$ cat src/rtl/morse_keyer_if.sv
// morse_keyer_if -- code handshake between the keyboard decoder and the keyer.
//   code_in    : PS/2 make/break scan code
//   code_valid : code_in holds a code this cycle
//   ready      : keyer accepts a code on the next rising edge when both are high
// The master modport belongs to the decoder side, slave to the keyer.
interface morse_keyer_if;
  logic [7:0] code_in;
  logic       code_valid;
  logic       ready;

  modport master (output code_in, output code_valid, input ready);
  modport slave  (input code_in, input code_valid, output ready);
endinterface

$ cat src/rtl/morse_keyer.sv
// morse_keyer -- turns accepted PS/2 scan codes into a keyed Morse line.
//
// Letters A-Z (and digits 0-9 when MORSE_DIGITS_EN is defined) are looked up
// in a pattern table and played out as marks and gaps timed in units of U
// clocks, where U is picked by `mode` at the moment the code is accepted.
// Enter (0x5A) plays a 7U word gap, 0xF0 arms a break flag that swallows the
// next accepted code, anything else raises a one-cycle err pulse.
//
// Ports:
//   clk       : system clock, rising edge
//   rst_n     : synchronous active-low reset
//   mode      : 0 = UNIT_FAST clocks per unit, 1 = UNIT_SLOW
//   code_if   : slave side of the code_in/code_valid/ready handshake
//   morse_out : keyed line, 1 = tone
//   busy      : a mark or gap is being timed
//   sym_done  : one-cycle pulse when a letter or word gap finishes
//   err       : one-cycle pulse after an unsupported code is accepted
//
// Build option: define MORSE_DIGITS_EN to add the digit patterns.
module morse_keyer #(
  parameter int unsigned UNIT_FAST = 4,
  parameter int unsigned UNIT_SLOW = 8,
  parameter int unsigned CNT_W     = 16
) (
  input  logic         clk,
  input  logic         rst_n,
  input  logic         mode,
  morse_keyer_if.slave code_if,
  output logic         morse_out,
  output logic         busy,
  output logic         sym_done,
  output logic         err
);

  typedef enum logic [2:0] {
    ST_IDLE = 3'd0,
    ST_MARK = 3'd1,
    ST_GAP  = 3'd2,
    ST_LGAP = 3'd3,
    ST_WGAP = 3'd4
  } state_t;

  localparam logic [7:0]       CODE_ENTER = 8'h5A;
  localparam logic [7:0]       CODE_BREAK = 8'hF0;
  localparam logic [CNT_W-1:0] U_FAST     = CNT_W'(UNIT_FAST);
  localparam logic [CNT_W-1:0] U_SLOW     = CNT_W'(UNIT_SLOW);
  localparam logic [CNT_W-1:0] CNT_ZERO   = {CNT_W{1'b0}};
  localparam logic [CNT_W-1:0] CNT_ONE    = CNT_W'(1);

`ifdef MORSE_DIGITS_EN
  localparam bit DIGITS_EN = 1'b1;
`else
  localparam bit DIGITS_EN = 1'b0;
`endif

  // Table entries are {supported, length[2:0], pattern[4:0]}. The pattern is
  // left-aligned: bit 4 is the first symbol, 1 = dash, 0 = dot.
  function automatic logic [8:0] letter_entry(input logic [7:0] code);
    logic [8:0] e;
    e = 9'd0;
    case (code)
      8'h1C: e = {1'b1, 3'd2, 5'b01000}; // A .-
      8'h32: e = {1'b1, 3'd4, 5'b10000}; // B -...
      8'h21: e = {1'b1, 3'd4, 5'b10100}; // C -.-.
      8'h23: e = {1'b1, 3'd3, 5'b10000}; // D -..
      8'h24: e = {1'b1, 3'd1, 5'b00000}; // E .
      8'h2B: e = {1'b1, 3'd4, 5'b00100}; // F ..-.
      8'h34: e = {1'b1, 3'd3, 5'b11000}; // G --.
      8'h33: e = {1'b1, 3'd4, 5'b00000}; // H ....
      8'h43: e = {1'b1, 3'd2, 5'b00000}; // I ..
      8'h3B: e = {1'b1, 3'd4, 5'b01110}; // J .---
      8'h42: e = {1'b1, 3'd3, 5'b10100}; // K -.-
      8'h4B: e = {1'b1, 3'd4, 5'b01000}; // L .-..
      8'h3A: e = {1'b1, 3'd2, 5'b11000}; // M --
      8'h31: e = {1'b1, 3'd2, 5'b10000}; // N -.
      8'h44: e = {1'b1, 3'd3, 5'b11100}; // O ---
      8'h4D: e = {1'b1, 3'd4, 5'b01100}; // P .--.
      8'h15: e = {1'b1, 3'd4, 5'b11010}; // Q --.-
      8'h2D: e = {1'b1, 3'd3, 5'b01000}; // R .-.
      8'h1B: e = {1'b1, 3'd3, 5'b00000}; // S ...
      8'h2C: e = {1'b1, 3'd1, 5'b10000}; // T -
      8'h3C: e = {1'b1, 3'd3, 5'b00100}; // U ..-
      8'h2A: e = {1'b1, 3'd4, 5'b00010}; // V ...-
      8'h1D: e = {1'b1, 3'd3, 5'b01100}; // W .--
      8'h22: e = {1'b1, 3'd4, 5'b10010}; // X -..-
      8'h35: e = {1'b1, 3'd4, 5'b10110}; // Y -.--
      8'h1A: e = {1'b1, 3'd4, 5'b11000}; // Z --..
      default: e = 9'd0;
    endcase
    return e;
  endfunction

  function automatic logic [8:0] digit_entry(input logic [7:0] code);
    logic [8:0] e;
    e = 9'd0;
    case (code)
      8'h45: e = {1'b1, 3'd5, 5'b11111}; // 0
      8'h16: e = {1'b1, 3'd5, 5'b01111}; // 1
      8'h1E: e = {1'b1, 3'd5, 5'b00111}; // 2
      8'h26: e = {1'b1, 3'd5, 5'b00011}; // 3
      8'h25: e = {1'b1, 3'd5, 5'b00001}; // 4
      8'h2E: e = {1'b1, 3'd5, 5'b00000}; // 5
      8'h36: e = {1'b1, 3'd5, 5'b10000}; // 6
      8'h3D: e = {1'b1, 3'd5, 5'b11000}; // 7
      8'h3E: e = {1'b1, 3'd5, 5'b11100}; // 8
      8'h46: e = {1'b1, 3'd5, 5'b11110}; // 9
      default: e = 9'd0;
    endcase
    return e;
  endfunction

  state_t           state_r, state_s;
  logic [CNT_W-1:0] cnt_r, cnt_s;
  logic [CNT_W-1:0] u_r, u_s;
  logic [CNT_W-1:0] u3_s, u7_s, seg_last_s, unit_s;
  logic [4:0]       pat_r, pat_s;
  logic [2:0]       rem_r, rem_s;
  logic             brk_r, brk_s;
  logic             ready_r;
  logic             accept_s, err_s, done_s;
  logic [8:0]       ent_s;

  // Letter and digit scan codes never overlap, so the two tables can be OR-ed.
  assign ent_s    = letter_entry(code_if.code_in) |
                    (DIGITS_EN ? digit_entry(code_if.code_in) : 9'd0);
  assign accept_s = code_if.code_valid & ready_r;
  assign unit_s   = mode ? U_SLOW : U_FAST;
  assign u3_s     = (u_r << 1) + u_r;
  // 8U may overflow the counter width, but the modular subtraction still
  // yields 7U whenever 7U fits.
  assign u7_s     = (u_r << 3) - u_r;
  assign code_if.ready = ready_r;

  // Last counter value of the segment currently being timed.
  always_comb begin
    seg_last_s = CNT_ZERO;
    case (state_r)
      ST_MARK: seg_last_s = pat_r[4] ? (u3_s - CNT_ONE) : (u_r - CNT_ONE);
      ST_GAP:  seg_last_s = u_r - CNT_ONE;
      ST_LGAP: seg_last_s = u3_s - CNT_ONE;
      ST_WGAP: seg_last_s = u7_s - CNT_ONE;
      default: seg_last_s = CNT_ZERO;
    endcase
  end

  // Next-state, segment counter and pattern bookkeeping.
  always_comb begin
    state_s = state_r;
    cnt_s   = cnt_r + CNT_ONE;
    u_s     = u_r;
    pat_s   = pat_r;
    rem_s   = rem_r;
    brk_s   = brk_r;
    err_s   = 1'b0;
    done_s  = 1'b0;
    case (state_r)
      ST_IDLE: begin
        cnt_s = CNT_ZERO;
        if (accept_s) begin
          if (brk_r) begin
            // Code following a break prefix is a key release: drop it.
            brk_s = 1'b0;
          end else if (ent_s[8]) begin
            state_s = ST_MARK;
            u_s     = unit_s;
            rem_s   = ent_s[7:5];
            pat_s   = ent_s[4:0];
          end else if (code_if.code_in == CODE_ENTER) begin
            state_s = ST_WGAP;
            u_s     = unit_s;
          end else if (code_if.code_in == CODE_BREAK) begin
            brk_s = 1'b1;
          end else begin
            err_s = 1'b1;
          end
        end else begin
          brk_s = brk_r;
        end
      end
      ST_MARK: begin
        if (cnt_r == seg_last_s) begin
          cnt_s = CNT_ZERO;
          if (rem_r > 3'd1) begin
            state_s = ST_GAP;
            pat_s   = {pat_r[3:0], 1'b0};
            rem_s   = rem_r - 3'd1;
          end else begin
            state_s = ST_LGAP;
          end
        end else begin
          state_s = ST_MARK;
        end
      end
      ST_GAP: begin
        if (cnt_r == seg_last_s) begin
          cnt_s   = CNT_ZERO;
          state_s = ST_MARK;
        end else begin
          state_s = ST_GAP;
        end
      end
      ST_LGAP, ST_WGAP: begin
        if (cnt_r == seg_last_s) begin
          cnt_s   = CNT_ZERO;
          state_s = ST_IDLE;
          done_s  = 1'b1;
        end else begin
          state_s = state_r;
        end
      end
      default: begin
        state_s = ST_IDLE;
        cnt_s   = CNT_ZERO;
      end
    endcase
  end

  // State and datapath registers.
  always_ff @(posedge clk) begin
    if (!rst_n) begin
      state_r <= ST_IDLE;
      cnt_r   <= CNT_ZERO;
      u_r     <= U_FAST;
      pat_r   <= 5'd0;
      rem_r   <= 3'd0;
      brk_r   <= 1'b0;
    end else begin
      state_r <= state_s;
      cnt_r   <= cnt_s;
      u_r     <= u_s;
      pat_r   <= pat_s;
      rem_r   <= rem_s;
      brk_r   <= brk_s;
    end
  end

  // Outputs are registered from the next state so they line up with it.
  always_ff @(posedge clk) begin
    if (!rst_n) begin
      morse_out <= 1'b0;
      busy      <= 1'b0;
      ready_r   <= 1'b1;
      sym_done  <= 1'b0;
      err       <= 1'b0;
    end else begin
      morse_out <= (state_s == ST_MARK);
      busy      <= (state_s != ST_IDLE);
      ready_r   <= (state_s == ST_IDLE);
      sym_done  <= done_s;
      err       <= err_s;
    end
  end

endmodule

$ cat src/flat_wrapper.sv
// flat-port wrapper written by rule: the top's interface ports become plain ports
module morse_keyer_flat 
#(
  parameter int unsigned UNIT_FAST = 4,
  parameter int unsigned UNIT_SLOW = 8,
  parameter int unsigned CNT_W     = 16
)
  (clk, rst_n, mode, morse_out, busy, sym_done, err, code_if_code_in, code_if_code_valid, code_if_ready);
  morse_keyer_if code_if_i ();
  input  logic clk;
  input  logic rst_n;
  input  logic mode;
  output logic morse_out;
  output logic busy;
  output logic sym_done;
  output logic err;
  input wire logic [$bits(code_if_i.code_in)-1:0] code_if_code_in;
  input wire logic [$bits(code_if_i.code_valid)-1:0] code_if_code_valid;
  output wire logic [$bits(code_if_i.ready)-1:0] code_if_ready;
  assign code_if_i.code_in = code_if_code_in;
  assign code_if_i.code_valid = code_if_code_valid;
  assign code_if_ready = code_if_i.ready;
  morse_keyer #(.UNIT_FAST(UNIT_FAST), .UNIT_SLOW(UNIT_SLOW), .CNT_W(CNT_W)) u_core (.clk(clk), .rst_n(rst_n), .mode(mode), .code_if(code_if_i), .morse_out(morse_out), .busy(busy), .sym_done(sym_done), .err(err));
endmodule
$ cat config.mk
export PLATFORM = sky130hd
export DESIGN_NAME = morse_keyer_flat
export DESIGN_NICKNAME = d
export VERILOG_FILES = /design/src/rtl/morse_keyer_if.sv /design/src/rtl/morse_keyer.sv /design/src/flat_wrapper.sv
export SDC_FILE = /design/constraint.sdc
export NUM_CORES = 1
export LEC_CHECK = 0
export ABC_CLOCK_PERIOD_IN_PS = 3200
export CAP_MARGIN = 25
export CORE_MARGIN = 2
export CORE_UTILIZATION = 30
export DETAILED_ROUTE_END_ITERATION = 10
export DONT_BUFFER_PORTS = 1
export PLACE_DENSITY = 0.43
export SYNTH_ARGS = -nofsm -noshare
export SYNTH_HDL_FRONTEND = slang
export SYNTH_SLANG_ARGS = --single-unit
export TNS_END_PERCENT = 30
$ cat constraint.sdc
create_clock -name clk -period 3.2 [get_ports clk]
set_input_delay 0.32 -clock clk [delete_from_list [all_inputs] [get_ports clk]]
set_output_delay 0.32 -clock clk [all_outputs]
set_load 0.02 [all_outputs]
==> out/summary.md <==
The run finished with clean final reports. Setup violations remaining at the end of the flow were counted as 0. TritonCTS created 5 clock buffers.

The worst path needs 2834 ps of the cycle, external delays included. The library cell used most frequently in the layout, excluding fill and tap cells, is nor2_1. The first global-routing pass estimated 12390 um of wire.

The clock reaches the later pin of the worst-skew pair after 290 ps. Relative to the synthesized area, the layout overhead comes to 8.462%. The count of TritonRoute iterations in the first routing pass is 4, and the slew at the pin closest to its max-slew limit is 534.2 ps. The detailed router finished its first iteration with 82 violations. The type of the worst setup path is reg2reg. For the setup skew after layout, the log shows 5.843 ps.

The run gives 0 as the remaining design rule violation count. After synthesis, the cell types taking the most area are dfxtp_1 25%, ha_1 5.9%, nor2_1 4.8%. Share of cells above drive strength 1: 0.08721.

Entering global routing, the biggest net connects 32 pins. Library cell occupying the most area in the post-synthesis netlist: dfxtp_1. In the layout the commonest cells are 35 x nor2_1, 34 x dfxtp_1, 31 x nand2_1.

Data on the critical path is required at its endpoint by 3370 ps. The die covers 9949 um^2. For this design, the CTS-stage hold fixing added 0 buffers. The number of max-cap violations was 0; the number of pins exceeding their max-slew limit in the final report was 0.

After detailed routing, the number of vias per cell comes to 5.465. Once placement completed, the tool counted placed cells totaling 444. The clock-pin slew on the worst setup and hold paths works out to 80 ps. The synthesized netlist occupies a cell area of 2750 um^2. The via count of the first global-routing pass was 2487; the count of flip-flops with a built-in enable after synthesis was 0. Across the VDD grid, the largest voltage drop is 0.2407 mV. The tools report the multi-input combinational cell area as 1909 um^2.

During synthesis, Yosys emitted a total of 0 warnings. Along the worst path, the maximum fanout reaches 6. The final core utilization is 0.3387. Synthesis instantiated 70 different standard cells from the library. The logs give 0.6388 for the worst slew margin relative to its limit and 1.217 mW for the sum of internal, switching and leakage power. The fraction of synthesized cell area taken by the top area cell type was 0.2475. After synthesis the netlist holds a flip-flop and latch count of 34. The number of antenna diodes in the final layout is 0. The number of buffers on the longest clock path was 2; the post-detailed-route count of antenna-violating nets was 0. 17 I/O pins were placed. The total half-perimeter wirelength after legalization and detailed placement was 5259 um. The worst setup path is launched from a flop. The fraction of registers with async set/reset is 0, and the number of cell rows is 34. From bottom edge to top edge, the die measures 99.75 um.

The worst setup path is captured at a flop. The total of cells resized after clock tree synthesis is 0. Among all flip-flop cells after synthesis, the most frequent one is dfxtp_1. The layout has 936 filler cells. The data arrival time of the critical path was 3010 ps; the final-layout setup total negative slack was 0 ps. Setup repair after global routing left no endpoint under its margin.

The remaining global-route overflow was 0; the number of I/O port buffers was 0. For the CTS sink count, the log shows 34. The logs give 0.3123 for the initial cell density of the core and 0.7842 for the routability congestion estimate. From left edge to right edge, the die measures 99.75 um.

Synthesis produced 349 cells. TritonCTS built the clock tree. The power per cell area is 408.1 nW/um^2, and the overall via count from detail_route is 2470.

The logs give 1.095 nW for the leakage power and 0 for the number of antenna violations at the first check in global routing. The part of the cycle the worst path needs was 0.8856; the number of cells in the finished layout apart from fillers was 452. The core region is 8806 um^2. The maximum clock frequency is 352.9 MHz, and the total nets after synthesis is 374. Dividing the synthesized area by the synthesized cell count gives 7.880 um^2. In the final layout, flip-flops and latches occupy 680.7 um^2. The tools report the clock root buffer master as clkbuf_8. The post-synthesis sequential area ratio came out at 0.2475. The final layout contains 368 nets. Final hold violation count: 0. The number of buffers inserted by post-CTS setup repair is 0.

Overall routed net length: 7175 um. The combined global-route utilization of all metal layers was 0.1537; the detail-routed net length per standard cell was 15.87 um. The worst hold path belongs to the class in2reg. The number of levels in the clock H-tree was 2.
final cells by class:
cell class                 instances  area share
multi-input combinational        279      0.6401
clock inverter                     3     0.02307
timing repair buffer               9     0.02265
inverter                          14     0.01762
clock buffer                       5     0.02307
tap                              108     0.04530
sequential                        34      0.2282
flip-flops by register name (all words and copies together), names as in the netlist, 2 cells and up:
name            flops
u_core.state_r      3
u_core.u_r          2
u_core.pat_r        4
u_core.cnt_r       16
u_core.rem_r        3
cell usage after synthesis (4+ instances only):
cell type  instances
nor2_1            35
dfxtp_1           34
nand2_1           31
o21ai_0           15
ha_1              13
inv_1             12
nand3_1           12
nor2b_1           12
nor3_1            12
clkbuf_1          11
xor2_1            10
a21oi_1            9
mux2i_1            9
xnor2_1            9
buf_2              8
nand4_1            7
nor3b_1            5
nor4_1             5
a211oi_1           4
and2_1             4
and3_1             4
o21a_1             4
o21ai_1            4
o221ai_1           4
o31a_1             4
logic make-up after synthesis:
logic type,share of synthesized area
XOR/XNOR,0.06051
AO/OA/AOI/OAI,0.2348
adder cells (fa/ha/maj),0.05915
flip-flops,0.2475
AND/OR/NAND/NOR,0.2989
multiplexers,0.04095
buffers and inverters,0.05823
path summary, 6_finish.rpt:
check               endpoint  slack (ps)            start  cells past startpoint
max          u_core.pat_r[3]         370    u_core.u_r[3]                      9
min            u_core.u_r[2]         120            rst_n                      1
max reg2reg  u_core.pat_r[3]         370    u_core.u_r[3]                      9
min reg2reg  u_core.pat_r[1]         460  u_core.pat_r[1]                      2
per-stage QoR:
step | area, um^2 | hold WS, ps | setup WS, ps
3_3_place_gp | 2845 | 418.7 | 421.6
5_1_grt | 2983 | 108.2 | 41.23
2_1_floorplan | 2750 | 438.3 | 489.9
4_1_cts | 2983 | 111.0 | 368.2
3_5_place_dp | 2845 | 425.0 | 396.3
6_report | 2983 | 124.2 | 366.1
worst max-delay path, cell delays in order, from the launching register on:
cell	delay, ps
dfxtp_1	370
inv_1	80
ha_1	350
nor4b_2	390
nand4_1	130
a21boi_0	200
o221ai_1	220
or2_1	380
o31a_1	430
mux2i_1	150
power by group:
part           internal, mW  leakage [nW]  switching, mW
Sequential            0.439         0.275         0.0296
Combinational         0.111         0.752          0.143
Clock                 0.312        0.0683          0.183
routing by layer:
metal	GRT usage	up-vias	part of all wire	wire, um
met5	0	-	0	0
met4	0.04953	0	0.015	108
met3	0.02881	10	0.020	147
met2	0.2703	22	0.49	3494
met1	0.1888	1166	0.48	3424
li1	-	1272	-	-
(Power assumes the default switching activity.)
